--- src/rtl/ctrl_cursor_edicion_if.sv ---
// ctrl_cursor_edicion_if
// Groups the button pulses and the decoder/display outputs of the
// edit-mode controller into one bundle.
//   btn_modo, btn_izq, btn_der, btn_arriba, btn_abajo : single-cycle
//     debounced button pulses (driven by the master side)
//   dir_bin       : field address to the decoder
//   en_cont_hora, en_cont_fecha, en_cont_timer : one-hot edit mode selects
//   cursor, inc, dec : one-cycle write strobe and adjustment direction
//   parpadeo      : blink phase of the selected field (1 = visible)
//   editando      : any edit mode active
// Modports:
//   slave  : the controller (consumes buttons, produces outputs)
//   master : the button/decoder side (produces buttons, consumes outputs)
interface ctrl_cursor_edicion_if;
  logic       btn_modo;
  logic       btn_izq;
  logic       btn_der;
  logic       btn_arriba;
  logic       btn_abajo;
  logic [1:0] dir_bin;
  logic       en_cont_hora;
  logic       en_cont_fecha;
  logic       en_cont_timer;
  logic       cursor;
  logic       inc;
  logic       dec;
  logic       parpadeo;
  logic       editando;

  modport slave (
    input  btn_modo, btn_izq, btn_der, btn_arriba, btn_abajo,
    output dir_bin, en_cont_hora, en_cont_fecha, en_cont_timer,
           cursor, inc, dec, parpadeo, editando
  );

  modport master (
    output btn_modo, btn_izq, btn_der, btn_arriba, btn_abajo,
    input  dir_bin, en_cont_hora, en_cont_fecha, en_cont_timer,
           cursor, inc, dec, parpadeo, editando
  );
endinterface

--- src/rtl/ctrl_cursor_edicion.sv ---
// ctrl_cursor_edicion
// Edit-mode controller for the clock/date/timer display. Steps through
// RUN -> ED_HORA -> ED_FECHA -> ED_TIMER -> RUN on btn_modo, moves the
// field cursor (dir_bin) with btn_izq/btn_der, issues one-cycle
// cursor+inc / cursor+dec strobes on btn_arriba/btn_abajo, and blinks the
// selected field while editing.
// Ports:
//   clk   : system clock, rising edge
//   reset : asynchronous, active-high
//   bus   : ctrl_cursor_edicion_if.slave (buttons in, decoder/display out)
// Parameters:
//   BLINK_DIV   : clk cycles per blink half-period (>= 2)
//   TIMEOUT_CYC : idle cycles before an edit mode falls back to RUN
// Optional feature macro:
//   EDIT_TIMEOUT_EN : when defined, an idle counter returns an edit mode
//                     to RUN after TIMEOUT_CYC cycles without a button pulse.
// All outputs come straight from flops, one cycle after the button edge.
module ctrl_cursor_edicion #(
  parameter int BLINK_DIV   = 25_000_000,
  parameter int TIMEOUT_CYC = 500_000_000
) (
  input  logic                  clk,
  input  logic                  reset,
  ctrl_cursor_edicion_if.slave  bus
);

  typedef enum logic [1:0] {
    RUN      = 2'd0,
    ED_HORA  = 2'd1,
    ED_FECHA = 2'd2,
    ED_TIMER = 2'd3
  } state_t;

  localparam int BLINK_W = (BLINK_DIV > 1) ? $clog2(BLINK_DIV) : 1;
  localparam logic [BLINK_W-1:0] BLINK_LAST = BLINK_W'(BLINK_DIV - 1);

  // Both dividers need at least two cycles to form a meaningful period.
  if (BLINK_DIV < 2 || TIMEOUT_CYC < 2) begin : g_param_check
    $error("ctrl_cursor_edicion: BLINK_DIV and TIMEOUT_CYC must be >= 2");
  end

  state_t             state_q, state_d;
  logic [1:0]         dir_q, dir_d;
  logic [BLINK_W-1:0] blink_q, blink_d;
  logic               parp_q, parp_d;
  logic               cursor_q, cursor_d;
  logic               inc_q, inc_d;
  logic               dec_q, dec_d;
  logic               en_hora_q, en_fecha_q, en_timer_q, editando_q;

  logic [1:0]         cur_pos;
  logic               mode_change;
  logic               move;
  logic               timeout_hit;

`ifdef EDIT_TIMEOUT_EN
  localparam int IDLE_W = (TIMEOUT_CYC > 1) ? $clog2(TIMEOUT_CYC) : 1;
  localparam logic [IDLE_W-1:0] IDLE_LAST = IDLE_W'(TIMEOUT_CYC - 1);

  logic [IDLE_W-1:0] idle_q, idle_d;
  logic              any_btn;

  assign any_btn = bus.btn_modo | bus.btn_izq | bus.btn_der |
                   bus.btn_arriba | bus.btn_abajo;

  // Idle counter only runs while an edit mode stays untouched; any button
  // pulse or change of mode restarts the countdown.
  always_comb begin
    idle_d = idle_q + 1'b1;
    if (state_d == RUN || mode_change || any_btn) begin
      idle_d = '0;
    end
  end

  always_ff @(posedge clk or posedge reset) begin
    if (reset) begin
      idle_q <= '0;
    end else begin
      idle_q <= idle_d;
    end
  end

  assign timeout_hit = (state_q != RUN) && (idle_q == IDLE_LAST) && !any_btn;
`else
  assign timeout_hit = 1'b0;
`endif

  // Next-state and next-output logic. btn_modo wins over everything, then
  // an expired idle timeout, then cursor movement, then adjustment. A
  // pressed izq/der pair claims the cycle even though it cancels itself,
  // so an arriba/abajo in that same cycle is dropped.
  always_comb begin
    state_d     = state_q;
    cur_pos     = (dir_q == 2'b11) ? 2'b00 : dir_q;
    dir_d       = cur_pos;
    blink_d     = blink_q;
    parp_d      = parp_q;
    cursor_d    = 1'b0;
    inc_d       = 1'b0;
    dec_d       = 1'b0;
    mode_change = 1'b0;
    move        = 1'b0;

    if (bus.btn_modo) begin
      mode_change = 1'b1;
      case (state_q)
        RUN:      state_d = ED_HORA;
        ED_HORA:  state_d = ED_FECHA;
        ED_FECHA: state_d = ED_TIMER;
        default:  state_d = RUN;
      endcase
    end else if (timeout_hit) begin
      mode_change = 1'b1;
      state_d     = RUN;
    end else if (state_q != RUN) begin
      if (bus.btn_izq || bus.btn_der) begin
        if (bus.btn_izq != bus.btn_der) begin
          move = 1'b1;
          if (bus.btn_der) begin
            case (cur_pos)
              2'b00:   dir_d = 2'b01;
              2'b01:   dir_d = 2'b10;
              default: dir_d = 2'b00;
            endcase
          end else begin
            case (cur_pos)
              2'b00:   dir_d = 2'b10;
              2'b10:   dir_d = 2'b01;
              default: dir_d = 2'b00;
            endcase
          end
        end
      end else if (bus.btn_arriba != bus.btn_abajo) begin
        cursor_d = 1'b1;
        inc_d    = bus.btn_arriba;
        dec_d    = bus.btn_abajo;
      end
    end

    // Blink: every mode change or cursor move starts a fresh visible
    // half-period; RUN keeps the counter parked and the field dark.
    if (mode_change) begin
      dir_d   = 2'b00;
      blink_d = '0;
      parp_d  = (state_d != RUN);
    end else if (state_q == RUN) begin
      blink_d = '0;
      parp_d  = 1'b0;
    end else if (move) begin
      blink_d = '0;
      parp_d  = 1'b1;
    end else if (blink_q == BLINK_LAST) begin
      blink_d = '0;
      parp_d  = ~parp_q;
    end else begin
      blink_d = blink_q + 1'b1;
    end
  end

  // State and output register. The mode enables are decoded from the next
  // state so they change on the same edge as the state itself.
  always_ff @(posedge clk or posedge reset) begin
    if (reset) begin
      state_q    <= RUN;
      dir_q      <= 2'b00;
      blink_q    <= '0;
      parp_q     <= 1'b0;
      cursor_q   <= 1'b0;
      inc_q      <= 1'b0;
      dec_q      <= 1'b0;
      en_hora_q  <= 1'b0;
      en_fecha_q <= 1'b0;
      en_timer_q <= 1'b0;
      editando_q <= 1'b0;
    end else begin
      state_q    <= state_d;
      dir_q      <= dir_d;
      blink_q    <= blink_d;
      parp_q     <= parp_d;
      cursor_q   <= cursor_d;
      inc_q      <= inc_d;
      dec_q      <= dec_d;
      en_hora_q  <= (state_d == ED_HORA);
      en_fecha_q <= (state_d == ED_FECHA);
      en_timer_q <= (state_d == ED_TIMER);
      editando_q <= (state_d != RUN);
    end
  end

  assign bus.dir_bin       = dir_q;
  assign bus.en_cont_hora  = en_hora_q;
  assign bus.en_cont_fecha = en_fecha_q;
  assign bus.en_cont_timer = en_timer_q;
  assign bus.cursor        = cursor_q;
  assign bus.inc           = inc_q;
  assign bus.dec           = dec_q;
  assign bus.parpadeo      = parp_q;
  assign bus.editando      = editando_q;

endmodule

--- src/flat_wrapper.sv ---
// flat-port wrapper written by rule: the top's interface ports become plain ports
module ctrl_cursor_edicion_flat 
#(
  parameter int BLINK_DIV   = 25_000_000,
  parameter int TIMEOUT_CYC = 500_000_000
)
  (clk, reset, bus_btn_modo, bus_btn_izq, bus_btn_der, bus_btn_arriba, bus_btn_abajo, bus_dir_bin, bus_en_cont_hora, bus_en_cont_fecha, bus_en_cont_timer, bus_cursor, bus_inc, bus_dec, bus_parpadeo, bus_editando);
  ctrl_cursor_edicion_if bus_i ();
  input  logic clk;
  input  logic reset;
  input wire logic [$bits(bus_i.btn_modo)-1:0] bus_btn_modo;
  input wire logic [$bits(bus_i.btn_izq)-1:0] bus_btn_izq;
  input wire logic [$bits(bus_i.btn_der)-1:0] bus_btn_der;
  input wire logic [$bits(bus_i.btn_arriba)-1:0] bus_btn_arriba;
  input wire logic [$bits(bus_i.btn_abajo)-1:0] bus_btn_abajo;
  output wire logic [$bits(bus_i.dir_bin)-1:0] bus_dir_bin;
  output wire logic [$bits(bus_i.en_cont_hora)-1:0] bus_en_cont_hora;
  output wire logic [$bits(bus_i.en_cont_fecha)-1:0] bus_en_cont_fecha;
  output wire logic [$bits(bus_i.en_cont_timer)-1:0] bus_en_cont_timer;
  output wire logic [$bits(bus_i.cursor)-1:0] bus_cursor;
  output wire logic [$bits(bus_i.inc)-1:0] bus_inc;
  output wire logic [$bits(bus_i.dec)-1:0] bus_dec;
  output wire logic [$bits(bus_i.parpadeo)-1:0] bus_parpadeo;
  output wire logic [$bits(bus_i.editando)-1:0] bus_editando;
  assign bus_i.btn_modo = bus_btn_modo;
  assign bus_i.btn_izq = bus_btn_izq;
  assign bus_i.btn_der = bus_btn_der;
  assign bus_i.btn_arriba = bus_btn_arriba;
  assign bus_i.btn_abajo = bus_btn_abajo;
  assign bus_dir_bin = bus_i.dir_bin;
  assign bus_en_cont_hora = bus_i.en_cont_hora;
  assign bus_en_cont_fecha = bus_i.en_cont_fecha;
  assign bus_en_cont_timer = bus_i.en_cont_timer;
  assign bus_cursor = bus_i.cursor;
  assign bus_inc = bus_i.inc;
  assign bus_dec = bus_i.dec;
  assign bus_parpadeo = bus_i.parpadeo;
  assign bus_editando = bus_i.editando;
  ctrl_cursor_edicion #(.BLINK_DIV(BLINK_DIV), .TIMEOUT_CYC(TIMEOUT_CYC)) u_core (.clk(clk), .reset(reset), .bus(bus_i));
endmodule
--- config.mk ---
export PLATFORM = sky130hd
export DESIGN_NAME = ctrl_cursor_edicion_flat
export DESIGN_NICKNAME = d
export VERILOG_FILES = /design/src/rtl/ctrl_cursor_edicion_if.sv /design/src/rtl/ctrl_cursor_edicion.sv /design/src/flat_wrapper.sv
export SDC_FILE = /design/constraint.sdc
export NUM_CORES = 1
export LEC_CHECK = 0
export CELL_PAD_IN_SITES_DETAIL_PLACEMENT = 1
export CELL_PAD_IN_SITES_GLOBAL_PLACEMENT = 1
export CORE_UTILIZATION = 52
export DETAILED_ROUTE_END_ITERATION = 8
export DONT_BUFFER_PORTS = 1
export PLACE_DENSITY = 0.81
export SYNTH_ARGS = -nofsm -noshare
export SYNTH_HDL_FRONTEND = slang
export SYNTH_SLANG_ARGS = --single-unit
--- constraint.sdc ---
create_clock -name clk -period 3.81 [get_ports clk]
set_input_delay 0.1905 -clock clk [delete_from_list [all_inputs] [get_ports clk]]
set_output_delay 0.1905 -clock clk [all_outputs]
set_load 0.01 [all_outputs]
# Word-level counts from Yosys, hierarchy flattened
# Cells that the tools add are included.
# classes
add_sub_neg,1
eq_ne,11
muxes,36
bitwise_logic,1
reduce_logical,6
# op_table
op,count
$mux 25,4
$add 25x1->25 const B,1
$eq 25x25->1 const B,1
$mux 1,21
$mux 2,8
$eq 2x2->1 const B,5
$pmux 2 s2,2
$eq 2x1->1 const B,3
$pmux 2 s3,1
$logic_not 2->1,2
$reduce_bool 2->1,2
$reduce_bool 4->1,1
$ne 1x1->1,2
$logic_or 1x1->1,1
$not 1->1,1
# word_totals
reg_bits,37
out_inout_bits,10
word_cells,66

# Longest topological paths before layout
# Gate-level depths: netlist of the first run.
# depth
depth_word,10
depth_mapped,8
depth_no_buf,7

# Least setup slack after synthesis of the first run
# No wires, ideal clock.
# synth_timing
path_kind,reg-to-reg
from,register u_core.blink_q[2]
to,register u_core.blink_q[16]
t_arrival_ps,1628
t_required_ps,3739
path_slack_ps,2111
path_stages_with_launch,9
path_cell_list,dfrtp_1 and4_1 buf_6 nand4_2 nor4_2 or4_1 buf_6 buf_8 nor2_1
# synth_between
elab_chain_len,5
elab_cells_between_ends,6
cone_classes,add/sub: 1; eq/ne: 1; mux: 4
# synth_rtl
element,line_no,text
start: declaration,ctrl_cursor_edicion.sv:44,"logic [BLINK_W-1:0] blink_q, blink_d;"
start signal: assignment,ctrl_cursor_edicion.sv:178,blink_q <= blink_d;
$add 25x1->25 or $eq 25x25->1 (tied branches),"ctrl_cursor_edicion.sv:156, ctrl_cursor_edicion.sv:152",
$mux 25 *,ctrl_cursor_edicion.sv:152,end else if (blink_q == BLINK_LAST) begin
$mux 25 *,ctrl_cursor_edicion.sv:149,end else if (move) begin
$mux 25 *,ctrl_cursor_edicion.sv:146,end else if (state_q == RUN) begin
$mux 25 *,ctrl_cursor_edicion.sv:142,if (mode_change) begin
via u_core.blink_d[16],ctrl_cursor_edicion.sv:44,
# Mark *: on every way through the listed nets, which the timed path passes. The rest lies on a longest branch.
# A chain may end at the register's enable or synchronous reset.

# Worst setup path in the final report of the first run
# layout_timing
from,register u_core.blink_q[2]
to,register u_core.blink_q[17]
# Same word-level chain as after synthesis.

==> results.sh, run 1 <==
export IMPL_portBuffers=0
export IMPL_ioPinCount=17
export IMPL_hold_viol_final=0
export IMPL_leakagePower_nw=0.8559
export IMPL_antenna_found_initial=0
export IMPL_cp_cell_sequence="and4_1 -> nand4_2 -> nor4_2 -> or4_1 -> nor2_1"
export IMPL_synth_area_mm2=0.001862
export IMPL_fin_area_mm2=0.001974
export IMPL_drtPass1Iterations=4
export IMPL_fmax_mhz=429.8
export IMPL_setup_violations=0
export IMPL_h_tree_depth=2
export IMPL_cap_violations=0
export IMPL_dpl_cell_area_mm2=0.001874
export IMPL_finalCriticalPeriod_ps=2326
export IMPL_syn_inst=184
export IMPL_drt_iter0_drc=51
export IMPL_die_w_um=61.84
export IMPL_yosysUniqueCellTypes=27
export IMPL_vdd_ir_drop_max_mv=0.2972
export IMPL_vias=1260
export IMPL_drive_gt1_frac=0.08377
export IMPL_cpLargestDelayFamily="simple AND/OR/NAND/NOR gates"
export IMPL_wl_per_cell_um=15.42
export IMPL_p_per_area_mw_per_mm2=458.0
export IMPL_seq_area_frac_synth=0.4973
export IMPL_cp_required_ps=4010
export IMPL_pwr_share_seq=0.529
export IMPL_slowest_delay_ps=750
export IMPL_grt_max_degree=38
export IMPL_route_detailed_drc=0
export IMPL_worst_pin_slew_ps=886.1
export IMPL_num_antenna_cells=0
export IMPL_grt_pass1_wl_mm=6.292
export IMPL_path_buf_inv=0
export IMPL_synthFlopType="dfrtp_1"
export IMPL_share_comb_of_total_power=0.210
export IMPL_clock_latency_ps=350
export IMPL_rsz0062_at_grt="no"
export IMPL_worstPathMaxFanout=24
export IMPL_intPower_mw=0.6130
export IMPL_syn_nets=200
export IMPL_area_growth_pct=6.048
export IMPL_timing_setup_tns_ps=0
export IMPL_crit_path_end_kind="register"
export IMPL_fp_dieH_um=61.84
export IMPL_hold_path_class="in -> reg"
export IMPL_grtUsageTotal=0.2391
export IMPL_setup_ws_ps=1484
export IMPL_postCtsSetupRepairBufs=0
export IMPL_n_fill_cell=388
export IMPL_multi_input_area_um2=819.5
export IMPL_root_buffer="clkbuf_4"
export IMPL_dp_hpwl_mm=2.461
export IMPL_ys_warn_count=0
export IMPL_rows=21
export IMPL_slew_headroom=0.4092
export IMPL_yosys_register_bits=37
export IMPL_final_net_count=206
export IMPL_fin_crit_sh=0.6106
export IMPL_dieArea_mm2=0.003824
export IMPL_switching_share=0.3222
export IMPL_critPathSlowestCell="or4_1"
export IMPL_clockPowerShare=0.261
export IMPL_grt_pass1_vias=1334
export IMPL_synthArstFlopShare=1.000
export IMPL_cts_made_buffers=5
export IMPL_cts_tree="yes"
export IMPL_coreArea_mm2=0.003390
export IMPL_worstSetupPathType="reg -> reg"
export IMPL_place_worst_setup_slack_ps=1493
export IMPL_status="complete, no violations"
export IMPL_clkTransAtPathRegs_ps=110
export IMPL_switchingPower_mw=0.2913
export IMPL_cp_arrival_ps=2520
export IMPL_synth_enable_flop_cells=0
export IMPL_drv_slew=0
export IMPL_clockBufferDepth=2
export IMPL_ant_nets=0
export IMPL_grt_ovfl_total=0
export IMPL_avgViaCountPerCell=5.316
export IMPL_avgSynthCellArea_um2=10.12
export IMPL_start_kind="register"
export IMPL_initial_utilization=0.5493
export IMPL_routed_wl_mm=3.655
export IMPL_gp_congestion=0.7923
export IMPL_seq_area_um2=925.9
export IMPL_skew_ps=11.93
export IMPL_clkSinkCount=37
## final timing paths
kind | start | endpoint | slack [ps] | cells past startpoint
min in group asynchronous | reset | u_core.blink_q[2] | 380 | 3
min | bus_btn_modo | u_core.bus.parpadeo | 20 | 2
min reg2reg | u_core.blink_q[0] | u_core.blink_q[0] | 460 | 1
max reg2reg | u_core.blink_q[2] | u_core.blink_q[17] | 1480 | 5
max in group asynchronous | reset | u_core.blink_q[11] | 3100 | 3
max | u_core.blink_q[2] | u_core.blink_q[17] | 1480 | 5
## per-stage QoR
step                utilization  power [mW]  hold slack [ps]  cells
floorplan                     -      0.6413            362.3    184
global placement         0.5530      0.6559            210.3    226
detailed placement       0.5530      0.6750            223.7    226
CTS                      0.5825      0.9148            14.91    237
global route             0.5825      0.9660            15.27    237
finish                   0.5825      0.9043            21.90    237
## layer usage
metal	track usage	vias to the layer above	share of wire	routed length, µm
met3	0.04348	8	0.019	69
met4	0.1238	0	0.021	76
met5	0	-	0	0
met2	0.3932	13	0.50	1837
met1	0.3021	634	0.46	1670
li1	-	605	-	-
## area by class of cell
class | count | share of cell area
clock buffer | 7 | 0.03295
clock inverter | 1 | 0.002535
inverter | 17 | 0.03232
multi-input combinational | 125 | 0.4151
sequential | 37 | 0.4689
tap | 46 | 0.02915
timing repair buffer | 4 | 0.01901
## layout by cell type (no fill, tap or decap)
| cell type | count |
|---|---|
| a211oi_1 | 2 |
| and2_1 | 4 |
| and3_1 | 2 |
| and4_1 | 3 |
| buf_4 | 1 |
| clkbuf_4 | 5 |
| clkbuf_8 | 2 |
| clkinv_2 | 1 |
| dfrtp_1 | 37 |
| dlygate4sd3_1 | 3 |
| ha_1 | 9 |
| inv_1 | 17 |
| mux2i_1 | 4 |
| nand2_1 | 7 |
| nand3_1 | 10 |
| nand4_1 | 4 |
| nand4_2 | 1 |
| nor2_1 | 35 |
| nor2_2 | 5 |
| nor2b_1 | 1 |
| nor3_1 | 5 |
| nor3b_1 | 2 |
| nor4_1 | 3 |
| nor4_2 | 1 |
| o21a_1 | 1 |
| o31a_1 | 1 |
| or4_1 | 1 |
| xnor2_1 | 16 |
| xor2_1 | 8 |
## kinds of logic after synthesis
kind of cell | Yosys count | synth area share
DFF | 37 | 0.4973
muxes | 4 | 0.02151
and+or+nand+nor | 84 | 0.2285
AOI/OAI and AO/OA | 4 | 0.01680
buffers and inverters | 22 | 0.06249
xor gates and xnor gates | 24 | 0.1129
adders and majority gates | 9 | 0.06048
## what timing repair did
item	4_1_cts	5_1_grt
hold buffers	3	0
gates resized for setup	0	0
hold endpoints to repair	42	0
## power by group through the flow
| stage | logic (mW) | registers, mW | clock network (mW) |
|---|---|---|---|
| final | 0.190 | 0.478 | 0.236 |
| after global routing | 0.225 | 0.482 | 0.259 |
| after CTS | 0.192 | 0.479 | 0.243 |
| after detailed placement | 0.188 | 0.487 | 0 |
| after global placement | 0.172 | 0.484 | 0 |
| after floorplan | 0.164 | 0.478 | 0 |
## state kept, by name, indices dropped and copies added (netlist names)
signal and count:
u_core.blink_q 25, u_core.bus.editando 1, u_core.bus.en_cont_hora 1, u_core.bus.parpadeo 1, u_core.state_q 2, u_core.bus.inc 1
u_core.bus.en_cont_fecha 1, u_core.bus.dec 1, u_core.bus.en_cont_timer 1, u_core.bus.dir_bin 2, u_core.bus.cursor 1
## synthesized netlist by cell type, types with 4 or more instances
cell / number / area [µm²]
dfrtp_1: 37 / 925.9
xor2_1: 8 / 70.07
nand4_1: 4 / 25.02
inv_1: 17 / 63.81
nor2_2: 5 / 31.28
nand3_1: 10 / 50.05
nor2_1: 35 / 131.4
and2_1: 4 / 25.02
xnor2_1: 16 / 140.1
mux2i_1: 4 / 40.04
ha_1: 9 / 112.6
nand2_1: 7 / 26.28
nor3_1: 5 / 25.02
Power figures use the tool's default switching activity.
==> inputs of run 2 (changes only) <==
--- a/config.mk
+++ b/config.mk
@@ -5,12 +5,13 @@
 export SDC_FILE = /design/constraint.sdc
 export NUM_CORES = 1
 export LEC_CHECK = 0
+export ABC_AREA = 1
 export CELL_PAD_IN_SITES_DETAIL_PLACEMENT = 1
 export CELL_PAD_IN_SITES_GLOBAL_PLACEMENT = 1
-export CORE_UTILIZATION = 52
+export CORE_UTILIZATION = 42
 export DETAILED_ROUTE_END_ITERATION = 8
 export DONT_BUFFER_PORTS = 1
-export PLACE_DENSITY = 0.81
+export PLACE_DENSITY = 0.74
 export SYNTH_ARGS = -nofsm -noshare
 export SYNTH_HDL_FRONTEND = slang
 export SYNTH_SLANG_ARGS = --single-unit
==> constraint.sdc (replaced) <==
create_clock -name clk -period 2 [get_ports clk]
set_input_delay 0.1 -clock clk [delete_from_list [all_inputs] [get_ports clk]]
set_output_delay 0.1 -clock clk [all_outputs]
set_load 0.01 [all_outputs]
==> results.sh, run 2 <==
export IMPL_status="complete, no violations"
export IMPL_ctsResizeCount=0
export IMPL_synth_area_mm2=0.002148
export IMPL_drive_gt1_frac=0.1160
export IMPL_slew_headroom=0.6858
export IMPL_seq_area_um2=925.9
export IMPL_start_kind="register"
export IMPL_timing_setup_tns_ps=0
export IMPL_worstPathMaxFanout=10
export IMPL_worstSetupPathType="reg -> reg"
export IMPL_clkTransAtPathRegs_ps=80
export IMPL_switching_share=0.3038
export IMPL_synth_top_area_share=0.4310
export IMPL_setup_violations=0
export IMPL_yosys_register_bits=37
export IMPL_ioPinCount=17
export IMPL_synth_largest_area_cell="dfrtp_1"
export IMPL_whs_ps=10.13
export IMPL_dp_hpwl_mm=3.690
export IMPL_skew_ps=8.798
export IMPL_fin_crit_sh=0.8882
export IMPL_largest_register_ffs=25
export IMPL_n_fill_cell=636
export IMPL_fp_dieH_um=73.52
export IMPL_worst_pin_slew_ps=471.3
export IMPL_fin_total_pwr_mw=1.916
export IMPL_gp_congestion=0.8060
export IMPL_dpl_cell_area_mm2=0.002240
export IMPL_mostFrequentLayoutCells="nand2_1, nor2_1, inv_1"
export IMPL_root_buffer="clkbuf_8"
export IMPL_hold_viol_final=0
export IMPL_fin_area_mm2=0.002371
export IMPL_top_register="u_core.blink_q"
export IMPL_rsz0062_at_grt="no"
export IMPL_pwr_share_seq=0.477
export IMPL_clock_latency_ps=290
export IMPL_drt_iter0_drc=65
export IMPL_synthArstFlopShare=1.000
export IMPL_grtUsageTotal=0.2051
export IMPL_cp_arrival_ps=2000
export IMPL_leakagePower_nw=1.059
export IMPL_portBuffers=0
export IMPL_dieArea_mm2=0.005405
export IMPL_synthFlopType="dfrtp_1"
export IMPL_final_common_cell="nand2_1"
export IMPL_switchingPower_mw=0.5822
export IMPL_area_growth_pct=10.37
export IMPL_ys_warn_count=0
export IMPL_cts_made_buffers=5
export IMPL_seq_area_frac_synth=0.4310
export IMPL_grt_max_degree=38
export IMPL_crit_path_end_kind="register"
export IMPL_final_net_count=308
export IMPL_clockPowerShare=0.336
export IMPL_final_cells=360
export IMPL_drv_slew=0
export IMPL_die_w_um=73.52
export IMPL_synth_most_common_cell="nand2_1"
export IMPL_initial_utilization=0.4460
export IMPL_vdd_ir_drop_max_mv=0.4103
export IMPL_drtPass1Iterations=4
export IMPL_clkSinkCount=37
export IMPL_synth_enable_flop_cells=0
export IMPL_cap_violations=0
export IMPL_p_per_area_mw_per_mm2=808.2
export IMPL_place_worst_setup_slack_ps=204.2
export IMPL_finalCriticalPeriod_ps=1776
export IMPL_syn_inst=282
export IMPL_fmax_mhz=562.9
export IMPL_coreArea_mm2=0.004817
export IMPL_netlist_top_cells_count="nand2_1, nor2_1, inv_1, dfrtp_1, nor2_2"
export IMPL_cp_required_ps=2220
export IMPL_share_comb_of_total_power=0.187
export IMPL_wl_per_cell_um=13.16
export IMPL_yosysUniqueCellTypes=21
export IMPL_num_antenna_cells=0
export IMPL_routed_wl_mm=4.736
export IMPL_avgViaCountPerCell=4.689
export IMPL_h_tree_depth=2
export IMPL_rows=25
export IMPL_route_detailed_drc=0
export IMPL_intPower_mw=1.334
export IMPL_grt_pass1_vias=1775
export IMPL_place_inst=350
export IMPL_utilization=0.4922
export IMPL_grt_ovfl_total=0
export IMPL_vias=1688
export IMPL_ant_nets=0
export IMPL_setup_ws_ps=223.6
export IMPL_syn_nets=298
export IMPL_clockBufferDepth=2
export IMPL_antenna_found_initial=0
export IMPL_hold_path_class="in -> reg"
export IMPL_multi_input_area_mm2=0.001045
export IMPL_synth_area_leaders="dfrtp_1, nand2_1, nor2_1, inv_1, ha_1"
export IMPL_grt_pass1_wl_mm=8.245
export IMPL_avgSynthCellArea_um2=7.618
export IMPL_cts_tree="yes"
## run 2: cell types whose count changed after synthesis, sizes merged, moves of 3 or more
cell   before  now
a21oi       0    5
and2        4    0
and4        3    0
buf         4    1
inv        17   42
mux2i       4    0
nand2       7   79
nand3      10   13
nand4       5    0
nor2       40   74
nor3        5    0
nor4        4    0
o21ai       0    5
xnor2      16    3
## run 2: critical path: stages, from the launching register on
cell     delay (ps)
dfrtp_1         380
inv_1            70
ha_1            220
nor2_1          180
inv_1            70
nor2_2          200
inv_1           110
nor2_4          260
nand2_1         100
nor2_1          110
## run 2: kinds of logic (layout without fill, tap and decap cells)
family                   after synthesis  after routing  synth area share
adder cells (fa/ha/maj)                9              9           0.05242
AO/OA/AOI/OAI                         13             13           0.03902
flip-flops                            37             37            0.4310
XOR/XNOR                              11             11           0.04485
AND/OR/NAND/NOR                      169            169            0.3500
buffers and inverters                 43             54           0.08270
## run 2: final timing paths
check,start,endpoint,slack (ps),cells past startpoint
setup / recovery,u_core.state_q[0],u_core.blink_q[23],220,9
hold / removal,bus_btn_modo,u_core.bus.dir_bin[1],10,3
setup reg to reg,u_core.state_q[0],u_core.blink_q[23],220,9
hold reg to reg,u_core.blink_q[0],u_core.blink_q[0],480,1
max in group asynchronous,reset,u_core.blink_q[20],1310,3
min in group asynchronous,reset,u_core.bus.inc,360,3
## run 2: final cells by class
| cell class | instances | share of cell area |
|---|---|---|
| multi-input cells | 202 | 0.4406 |
| flip-flops and latches | 37 | 0.3905 |
| inverters | 42 | 0.06649 |
| well taps | 67 | 0.03536 |
| clock buffers | 6 | 0.03061 |
| repair buffers | 4 | 0.02005 |
| clock inverters | 2 | 0.01636 |
## run 2: what timing repair did
item | 4_1_cts | 5_1_grt
hold buffers | 2 | 0
buffers inserted | 0 | 0
hold endpoints to repair | 38 | 0
## run 2: layer usage
| layer | vias up | track usage | part of all wire |
|---|---|---|---|
| li1 | 865 | - | - |
| met1 | 796 | 0.2576 | 0.47 |
| met2 | 17 | 0.3456 | 0.49 |
| met3 | 10 | 0.04252 | 0.024 |
| met4 | 0 | 0.07906 | 0.022 |
| met5 | - | 0 | 0 |
## run 2: power by group through the flow
stage	Sequential, mW	Clock [mW]	Combinational (mW)
after floorplan	0.914	0	0.291
after global placement	0.929	0	0.354
after detailed placement	0.929	0	0.370
after CTS	0.916	0.655	0.373
after global routing	0.927	0.681	0.421
final	0.914	0.644	0.358
==> inputs of run 3 (changes only) <==
--- a/config.mk
+++ b/config.mk
@@ -11,7 +11,7 @@
 export CORE_UTILIZATION = 42
 export DETAILED_ROUTE_END_ITERATION = 8
 export DONT_BUFFER_PORTS = 1
-export PLACE_DENSITY = 0.74
+export PLACE_DENSITY = 0.71
 export SYNTH_ARGS = -nofsm -noshare
 export SYNTH_HDL_FRONTEND = slang
 export SYNTH_SLANG_ARGS = --single-unit
==> results.sh, run 3 (synthesized netlist as in run 2, its figures left out) <==
export IMPL_final_common_cell="nand2_1"
export IMPL_h_tree_depth=2
export IMPL_cp_required_ps=2220
export IMPL_setup_ws_ps=275.7
export IMPL_fmax_mhz=580.0
export IMPL_rows=25
export IMPL_clockPowerShare=0.292
export IMPL_crit_path_end_kind="register"
export IMPL_clock_latency_ps=290
export IMPL_slew_headroom=0.6826
export IMPL_grt_max_degree=38
export IMPL_n_fill_cell=647
export IMPL_start_kind="register"
export IMPL_area_growth_pct=9.260
export IMPL_cap_violations=0
export IMPL_coreArea_mm2=0.004817
export IMPL_route_detailed_drc=0
export IMPL_fin_crit_sh=0.8621
export IMPL_drive_gt1_frac=0.1160
export IMPL_initial_utilization=0.4460
export IMPL_share_comb_of_total_power=0.202
export IMPL_die_w_um=73.52
export IMPL_worstPathMaxFanout=10
export IMPL_mostFrequentLayoutCells="nand2_1, nor2_1, inv_1"
export IMPL_grt_pass1_vias=1735
export IMPL_clockBufferDepth=2
export IMPL_portBuffers=0
export IMPL_clkTransAtPathRegs_ps=80
export IMPL_whs_endpoint="u_core.bus.dir_bin[0]"
export IMPL_regToRegSetupSlack_ps=280
export IMPL_ioPinCount=17
export IMPL_worstRegToRegCells=9
export IMPL_cp_arrival_ps=1940
export IMPL_final_cells=360
export IMPL_leakagePower_nw=1.041
export IMPL_final_net_count=308
export IMPL_min_from="bus_btn_modo"
export IMPL_clkSinkCount=37
export IMPL_place_worst_setup_slack_ps=276.7
export IMPL_hold_path_class="in -> reg"
export IMPL_worst_pin_slew_ps=476.1
export IMPL_finalCriticalPeriod_ps=1724
export IMPL_grt_ovfl_total=0
export IMPL_use_met1=0.2513
export IMPL_p_per_area_mw_per_mm2=768.3
export IMPL_avgViaCountPerCell=4.631
export IMPL_rsz0062_at_grt="no"
export IMPL_place_inst=350
export IMPL_largest_register_ffs=25
export IMPL_min_path_cells=3
export IMPL_grt_pass1_wl_mm=7.893
export IMPL_drtPass1Iterations=4
export IMPL_intPower_mw=1.207
export IMPL_ctsResizeCount=0
export IMPL_whs_ps=19.25
export IMPL_met3_usage=0.04252
export IMPL_timing_setup_tns_ps=0
export IMPL_drt_iter0_drc=38
export IMPL_grtUsageTotal=0.1956
export IMPL_hold_viol_final=0
export IMPL_vdd_ir_drop_max_mv=0.6462
export IMPL_routed_wl_mm=4.583
export IMPL_gr_max_usage_layer="met2"
export IMPL_wl_per_cell_um=12.73
export IMPL_r2r_start="u_core.state_q[0]"
export IMPL_worstSetupPathType="reg -> reg"
export IMPL_root_buffer="clkbuf_8"
export IMPL_cts_made_buffers=5
export IMPL_switchingPower_mw=0.5965
export IMPL_vias=1667
export IMPL_drv_slew=0
export IMPL_switching_share=0.3308
export IMPL_num_antenna_cells=0
export IMPL_setup_violations=0
export IMPL_skew_ps=3.217
export IMPL_pwr_share_seq=0.506
export IMPL_dp_hpwl_mm=3.598
export IMPL_use_met2=0.3293
export IMPL_r2r_end="u_core.blink_q[2]"
export IMPL_ant_nets=0
export IMPL_top_register="u_core.blink_q"
export IMPL_dieArea_mm2=0.005405
export IMPL_antenna_found_initial=0
export IMPL_cts_tree="yes"
export IMPL_gp_congestion=0.7775
export IMPL_status="complete, no violations"
export IMPL_fp_dieH_um=73.52
export IMPL_utilization=0.4873
run 3: changes by cell type in the layout (fill, tap and decap cells not counted):
cell | previous run | this run
bufinv_16 | 1 | 0
clkinv_4 | 1 | 0
clkinvlp_4 | 0 | 2
run 3: area by class of cell:
cell class,count,area (µm²),area share
clock buffer,6,72.57,0.03092
timing repair buffer,4,47.55,0.02026
sequential,37,925.9,0.3945
tap,67,83.83,0.03571
clock inverter,2,15.01,0.006397
inverter,42,157.7,0.06716
multi-input combinational,202,1045,0.4451
run 3: critical path, cell delays in order, from the launching register on:
cell and delay, ps:
dfrtp_1 370, inv_1 70, ha_1 220, nor2_1 170, inv_1 70, nor2_2 190, inv_1 100, nor2_4 260
nand2_1 80, nor2_1 110
run 3: power by group through the flow:
stage	clock, mW	combinational (mW)	sequential [mW]
2_1_floorplan	0	0.291	0.914
3_3_place_gp	0	0.357	0.929
3_5_place_dp	0	0.370	0.928
4_1_cts	0.543	0.373	0.915
5_1_grt	0.570	0.429	0.925
6_report	0.527	0.364	0.913
run 3: repair_timing:
action / in CTS / in global routing
setup buffers: 0 / 0
hold buffers: 2 / 0
endpoints found under the hold margin: 38 / 0
run 3: how the worst max path moves through the flow:
stage / startpoint / to / slack (ps) / depth (start not counted)
after global routing: u_core.state_q[0] / u_core.blink_q[23] / 90 / 9
final: u_core.state_q[0] / u_core.blink_q[2] / 280 / 9
after CTS: u_core.state_q[0] / u_core.blink_q[2] / 250 / 9
after global placement: u_core.state_q[0] / u_core.blink_q[2] / 290 / 9
after detailed placement: u_core.state_q[0] / u_core.blink_q[2] / 280 / 9
after floorplan: u_core.blink_q[0] / u_core.blink_q[8] / 550 / 7
run 3: through the flow:
stage | power, mW | area (µm²)
after floorplan | 1.205 | 2148
after detailed placement | 1.298 | 2240
after CTS | 1.830 | 2347
after global placement | 1.286 | 2240
final | 1.803 | 2347
after global routing | 1.924 | 2347
run 3: routing by layer:
metal | up-vias | routed length (µm)
met5 | - | 0
met4 | 0 | 42
met3 | 5 | 112
met2 | 17 | 2228
met1 | 779 | 2199
li1 | 866 | -
